**config.mk**
```make
export PLATFORM = sky130hd
export DESIGN_NAME = softmax_sched
export DESIGN_NICKNAME = d
export VERILOG_FILES = /design/src/rtl/softmax_sched.sv
export SDC_FILE = /design/constraint.sdc
export NUM_CORES = 1
export LEC_CHECK = 0
export ABC_AREA = 1
export BUFFER_PORTS_ARGS = -buffer_cell sky130_fd_sc_hd__buf_2
export CAP_MARGIN = 15
export CORE_MARGIN = 2
export CORE_UTILIZATION = 50
export CTS_CLUSTER_DIAMETER = 100
export DETAILED_ROUTE_END_ITERATION = 16
export PLACE_DENSITY_LB_ADDON = 0.08
export SYNTH_ARGS = -nofsm -noshare
export SYNTH_HDL_FRONTEND = slang
export SYNTH_SLANG_ARGS = --single-unit
```
**constraint.sdc**
```tcl
create_clock -name clk -period 1.6 [get_ports clk]
set_input_delay 0 -clock clk [delete_from_list [all_inputs] [get_ports clk]]
set_output_delay 0 -clock clk [all_outputs]
set_load 0.005 [all_outputs]
```
**src/rtl/softmax_sched.sv**
```systemverilog
// softmax_sched
// Round-robin scheduler that time-shares one softmax_approx engine among
// NUM_REQ requesters. One requester is granted at a time. gnt_idx steers that
// requester's data to and from the engine. The engine is started with a
// one-cycle sm_start pulse, and the scheduler waits for sm_done. The result is
// a one-hot rsp_done pulse back to the owner. A watchdog bounds the wait: when
// it expires, the engine is flushed through sm_rst and the owner gets a
// one-hot rsp_error pulse.
//
// Ports
//   clk            clock
//   rst            asynchronous, active-high reset
//   req            level request per requester
//   gnt_idx        index of the requester owning the engine
//   busy           high whenever the scheduler is not idle
//   sm_start       one-cycle engine start pulse
//   sm_done        engine done pulse (only honoured while waiting)
//   sm_rst         engine flush request, high for both flush cycles
//   rsp_done       one-hot completion pulse at gnt_idx
//   rsp_error      one-hot timeout pulse at gnt_idx
//   job_count      completed jobs, wraps
//   timeout_count  timeouts, saturates at 255
module softmax_sched #(
   parameter int NUM_REQ = 4,
   parameter int TIMEOUT = 1024,
   parameter int CNT_W   = 16
) (
   input  logic                       clk,
   input  logic                       rst,
   input  logic [NUM_REQ-1:0]         req,
   output logic [$clog2(NUM_REQ)-1:0] gnt_idx,
   output logic                       busy,
   output logic                       sm_start,
   input  logic                       sm_done,
   output logic                       sm_rst,
   output logic [NUM_REQ-1:0]         rsp_done,
   output logic [NUM_REQ-1:0]         rsp_error,
   output logic [CNT_W-1:0]           job_count,
   output logic [7:0]                 timeout_count
);

   localparam int IDX_W = $clog2(NUM_REQ);
   localparam int WD_W  = $clog2(TIMEOUT);

   localparam logic [2:0] S_IDLE    = 3'd0;
   localparam logic [2:0] S_LAUNCH  = 3'd1;
   localparam logic [2:0] S_WAIT    = 3'd2;
   localparam logic [2:0] S_RESPOND = 3'd3;
   localparam logic [2:0] S_FLUSH   = 3'd4;

   logic [2:0]       state_q, state_d;
   logic [IDX_W-1:0] gnt_q, gnt_d;
   logic [IDX_W-1:0] ptr_q, ptr_d;
   logic [WD_W-1:0]  wd_q, wd_d;
   logic             flush2_q, flush2_d;
   logic [CNT_W-1:0] job_q, job_d;
   logic [7:0]       tmo_q, tmo_d;

   logic             pick_found;
   logic [IDX_W-1:0] pick_idx;
   logic [IDX_W-1:0] cand_idx;
   logic [NUM_REQ-1:0] gnt_onehot;

   // Circular priority search starting at the round-robin pointer.
   always_comb begin
      pick_found = 1'b0;
      pick_idx   = '0;
      cand_idx   = '0;
      for (int i = 0; i < NUM_REQ; i++) begin
         cand_idx = IDX_W'((int'(ptr_q) + i) % NUM_REQ);
         if (!pick_found && req[cand_idx]) begin
            pick_found = 1'b1;
            pick_idx   = cand_idx;
         end
      end
   end

   always_comb begin
      state_d  = state_q;
      gnt_d    = gnt_q;
      ptr_d    = ptr_q;
      wd_d     = wd_q;
      flush2_d = 1'b0;
      job_d    = job_q;
      tmo_d    = tmo_q;
      case (state_q)
         S_IDLE: begin
            if (pick_found) begin
               gnt_d   = pick_idx;
               ptr_d   = IDX_W'((int'(pick_idx) + 1) % NUM_REQ);
               state_d = S_LAUNCH;
            end
         end
         S_LAUNCH: begin
            wd_d    = '0;
            state_d = S_WAIT;
         end
         S_WAIT: begin
            // A done on the final watchdog cycle still counts as success.
            if (sm_done) begin
               state_d = S_RESPOND;
            end else if (wd_q == WD_W'(TIMEOUT - 1)) begin
               state_d = S_FLUSH;
            end else begin
               wd_d = wd_q + 1'b1;
            end
         end
         S_RESPOND: begin
            job_d   = job_q + 1'b1;
            state_d = S_IDLE;
         end
         S_FLUSH: begin
            // flush2_q tells the first flush cycle from the second one.
            if (!flush2_q) begin
               flush2_d = 1'b1;
               if (tmo_q != 8'hFF) begin
                  tmo_d = tmo_q + 8'd1;
               end
            end else begin
               state_d = S_IDLE;
            end
         end
         default: state_d = S_IDLE;
      endcase
   end

   always_ff @(posedge clk or posedge rst) begin
      if (rst) begin
         state_q  <= S_IDLE;
         gnt_q    <= '0;
         ptr_q    <= '0;
         wd_q     <= '0;
         flush2_q <= 1'b0;
         job_q    <= '0;
         tmo_q    <= '0;
      end else begin
         state_q  <= state_d;
         gnt_q    <= gnt_d;
         ptr_q    <= ptr_d;
         wd_q     <= wd_d;
         flush2_q <= flush2_d;
         job_q    <= job_d;
         tmo_q    <= tmo_d;
      end
   end

   assign gnt_onehot    = {{(NUM_REQ-1){1'b0}}, 1'b1} << gnt_q;
   assign gnt_idx       = gnt_q;
   assign busy          = (state_q != S_IDLE);
   assign sm_start      = (state_q == S_LAUNCH);
   assign sm_rst        = (state_q == S_FLUSH);
   assign rsp_done      = (state_q == S_RESPOND) ? gnt_onehot : '0;
   assign rsp_error     = (state_q == S_FLUSH && !flush2_q) ? gnt_onehot : '0;
   assign job_count     = job_q;
   assign timeout_count = tmo_q;

endmodule

```
==> qor.yml <==
die_w_um: 73.4
drtIter0Drc: 72
met3_length_um: 237
syn_inst: 304
cap_viol_max_count: 0
syn_area_per_cell_um2: 7.92
skew_ns: 0.00434
grt_max_degree: 43
setup_viol: 1
tightest_slew_ns: 0.524
required_ns: 1.82
synth_warnings: 0
ys_seq_elements: 42
die_area_mm2: 0.00539
port-buffer-count: 43
synth_top_area_share_pct: 43.6
place.gp.congestion: 0.862
n_fill_cell: 381
start_kind: "flip-flop"
holdWs_ns: 0.0135
drive_above_1_share_pct: 38.4
cts.htree.levels: 2
end_kind: "flip-flop"
cp.arrival_ns: 1.83
synth_top_family_by_area: "simple AND/OR/NAND/NOR gates"
syn-num-nets: 314
synth_fa_ha_area_share_pct: 1.56
hold_class: "input port to flip-flop"
dp_hpwl_um: 3390
irDropWorstVdd_mv: 1.07
first_pass_iters: 4
top_layer: "met4"
hold_violations: 0
intPower_uw: 2770
relSlewSlack_pct: 65.1
ys_async_sr_fraction_pct: 100
pwr-share-comb_pct: 50.4
outcome: "complete, but fails checks"
p_per_area_mw_per_mm2: 1490
antenna_left: 0
tritoncts: "yes"
synth_xor_area_share_pct: 8.73
path_max_fanout: 3
grt_pass1_wl_um: 7630
min_path_cells: 4
synthToLayoutAreaGrowth_pct: 33.2
dp.cells: 415
clk_pin_slew_worst_paths_ns: 0.07
synth_compound_area_share_pct: 4.52
fin_crit_ns: 1.61
cts_buffers: 5
rows: 25
cts_sinks: 42
min_period_over_period_pct: 101
final-instance-count-excl-fill: 439
synth.largest_area_cell: "dfrtp_1"
violations: "negative setup slack"
reg2regPathDepth: 9
fp.dieH_um: 73.4
wl_met2_um: 2520
antenna_cells: 0
coreArea_mm2: 0.00469
fmax_mhz: 620
via_per_inst: 4.89
slew_viol_final: 0
sw_frac_of_total_pct: 42.1
clk_path_buf_depth: 2
ys_top_cells_by_area: "dfrtp_1 (44%), nand2_1 (14%), xor2_1 (6.2%)"
antenna_found_initial: 0
initial_core_util_pct: 51.3
grt_overflow: 0
path_class: "flip-flop to flip-flop"
routed_wl_um: 5120
clock-root-buffer: "clkbuf_8"
synth.distinct_cells: 31
synth.most_common_cell: "nand2_1"
worstSkewPairLatency_ns: 0.29
yosysSeqAreaShare_pct: 43.6
synthSimpleGateAreaFrac_pct: 32.8
power_leakage_uw: 0.00166
grt_pass1_vias: 1822
met1_length_um: 2340
grt_use_total_pct: 18.0
via_count: 2145
rsz0062_at_grt: "yes"
ys_top_cells_by_count: "nand2_1 (89), dfrtp_1 (42), inv_1 (36)"
pin_count: 44
setup_ws_ns: -0.0127
synth-edff-count: 0
ys.flop_type: "dfrtp_1"
seqPwrFrac_pct: 32.7
nets: 394
p_clk_share_pct: 16.9
drc: 0
netlist_area_mm2: 0.00241
route.detailed.wl_per_inst_um: 11.7
p_sw_uw: 2010
post_synth_mux_area_share_pct: 0.935
cell type report:
cell class	count	area (um^2)	share of cell area (%)
Inverter	43	169	5.27
Tap cell	54	67.6	2.11
Sequential cell	42	1060	32.9
Multi-Input combinational cell	217	1340	41.8
Timing Repair Buffer	75	469	14.6
Clock buffer	7	76.3	2.38
Clock inverter	1	30.0	0.936
sequential cells by signal (all words and copies together), names as in the netlist, named ones only:
| name | cells |
|---|---|
| job_count | 16 |
| wd_q | 10 |
| timeout_count | 8 |
| state_q | 3 |
| gnt_idx | 2 |
| flush2_q | 1 |
| ptr_q | 1 |
critical path: stages (launching register included):
cell,delay (ns)
dfrtp_1,0.37
ha_2,0.19
nand2_2,0.06
nor2_2,0.12
nand4_1,0.12
nand3b_1,0.23
nand2_4,0.15
buf_6,0.12
nand3_4,0.06
o21ai_1,0.13
kinds of logic after synthesis:
| group | after synthesis |
|---|---|
| and+or+nand+nor | 167 |
| buffers and inverters | 46 |
| adders and majority gates | 3 |
| AOI/OAI and AO/OA | 20 |
| muxes | 2 |
| DFF | 42 |
| xor gates and xnor gates | 24 |
per-stage QoR:
stage	setup slack [ns]	setup TNS (ns)	cell area, um^2	power, uW	utilization, %
after floorplan	0.0117	0	2410	2830	-
after global placement	-0.0766	-0.124	2800	3360	59.6
after detailed placement	-0.0606	-0.0887	2800	3380	59.6
after CTS	-0.00758	-0.00758	2920	4230	62.3
after global routing	-0.114	-1.13	3210	5150	68.4
final	-0.0127	-0.0127	3210	4780	68.4
cells in the final DEF, fill, tap and decap left out, types with 2 or more instances in the layout:
cell type and count:
a21oi_1 2, buf_2 43, buf_4 28, buf_6 3
clkbuf_1 2, clkbuf_8 5, dfrtp_1 38, dfrtp_2 4
ha_2 2, inv_1 33, inv_2 8, nand2_1 74
nand2_2 18, nand2_4 2, nand3_1 10, nand3_2 6
nand3_4 3, nand3b_1 3, nand4_1 6, nor2_1 18
nor2_2 3, nor2_4 5, nor3_1 10, nor3_2 6
o21ai_0 3, o21ai_1 11, xnor2_1 7, xor2_1 17
power by group through the flow:
stage	Clock, uW	Combinational, uW	Sequential, uW
2_1_floorplan	0	1300	1530
3_3_place_gp	0	1800	1570
3_5_place_dp	0	1810	1560
4_1_cts	837	1840	1560
5_1_grt	865	2680	1600
6_report	806	2410	1560
repair_timing:
item | in CTS | in global routing
buffers inserted | 0 | 14
endpoints found under the hold margin | 42 | 0
gates cloned | 0 | 1
hold buffers | 1 | 0
pin swaps | 1 | 9
resized for setup | 6 | 55
endpoints found under the setup margin | 11 | 29
final timing paths:
check                                      to  slack [ns]      from
worst max-delay path               state_q[2]       -0.01   wd_q[0]
worst max register to register     state_q[2]       -0.01   wd_q[0]
worst min register to register       flush2_q        0.48  flush2_q
worst min-delay path               state_q[2]        0.01   sm_done
min in group asynchronous       job_count[14]        0.38       rst
max in group asynchronous          state_q[1]        0.83       rst
metal layers:
| metal | vias to the layer above | track usage, % |
|---|---|---|
| met2 | 45 | 29.7 |
| met5 | - | 0 |
| met4 | 0 | 4.85 |
| met3 | 5 | 4.12 |
| li1 | 1122 | - |
| met1 | 973 | 23.8 |
Note: power is estimated with default switching activity, not from simulation.
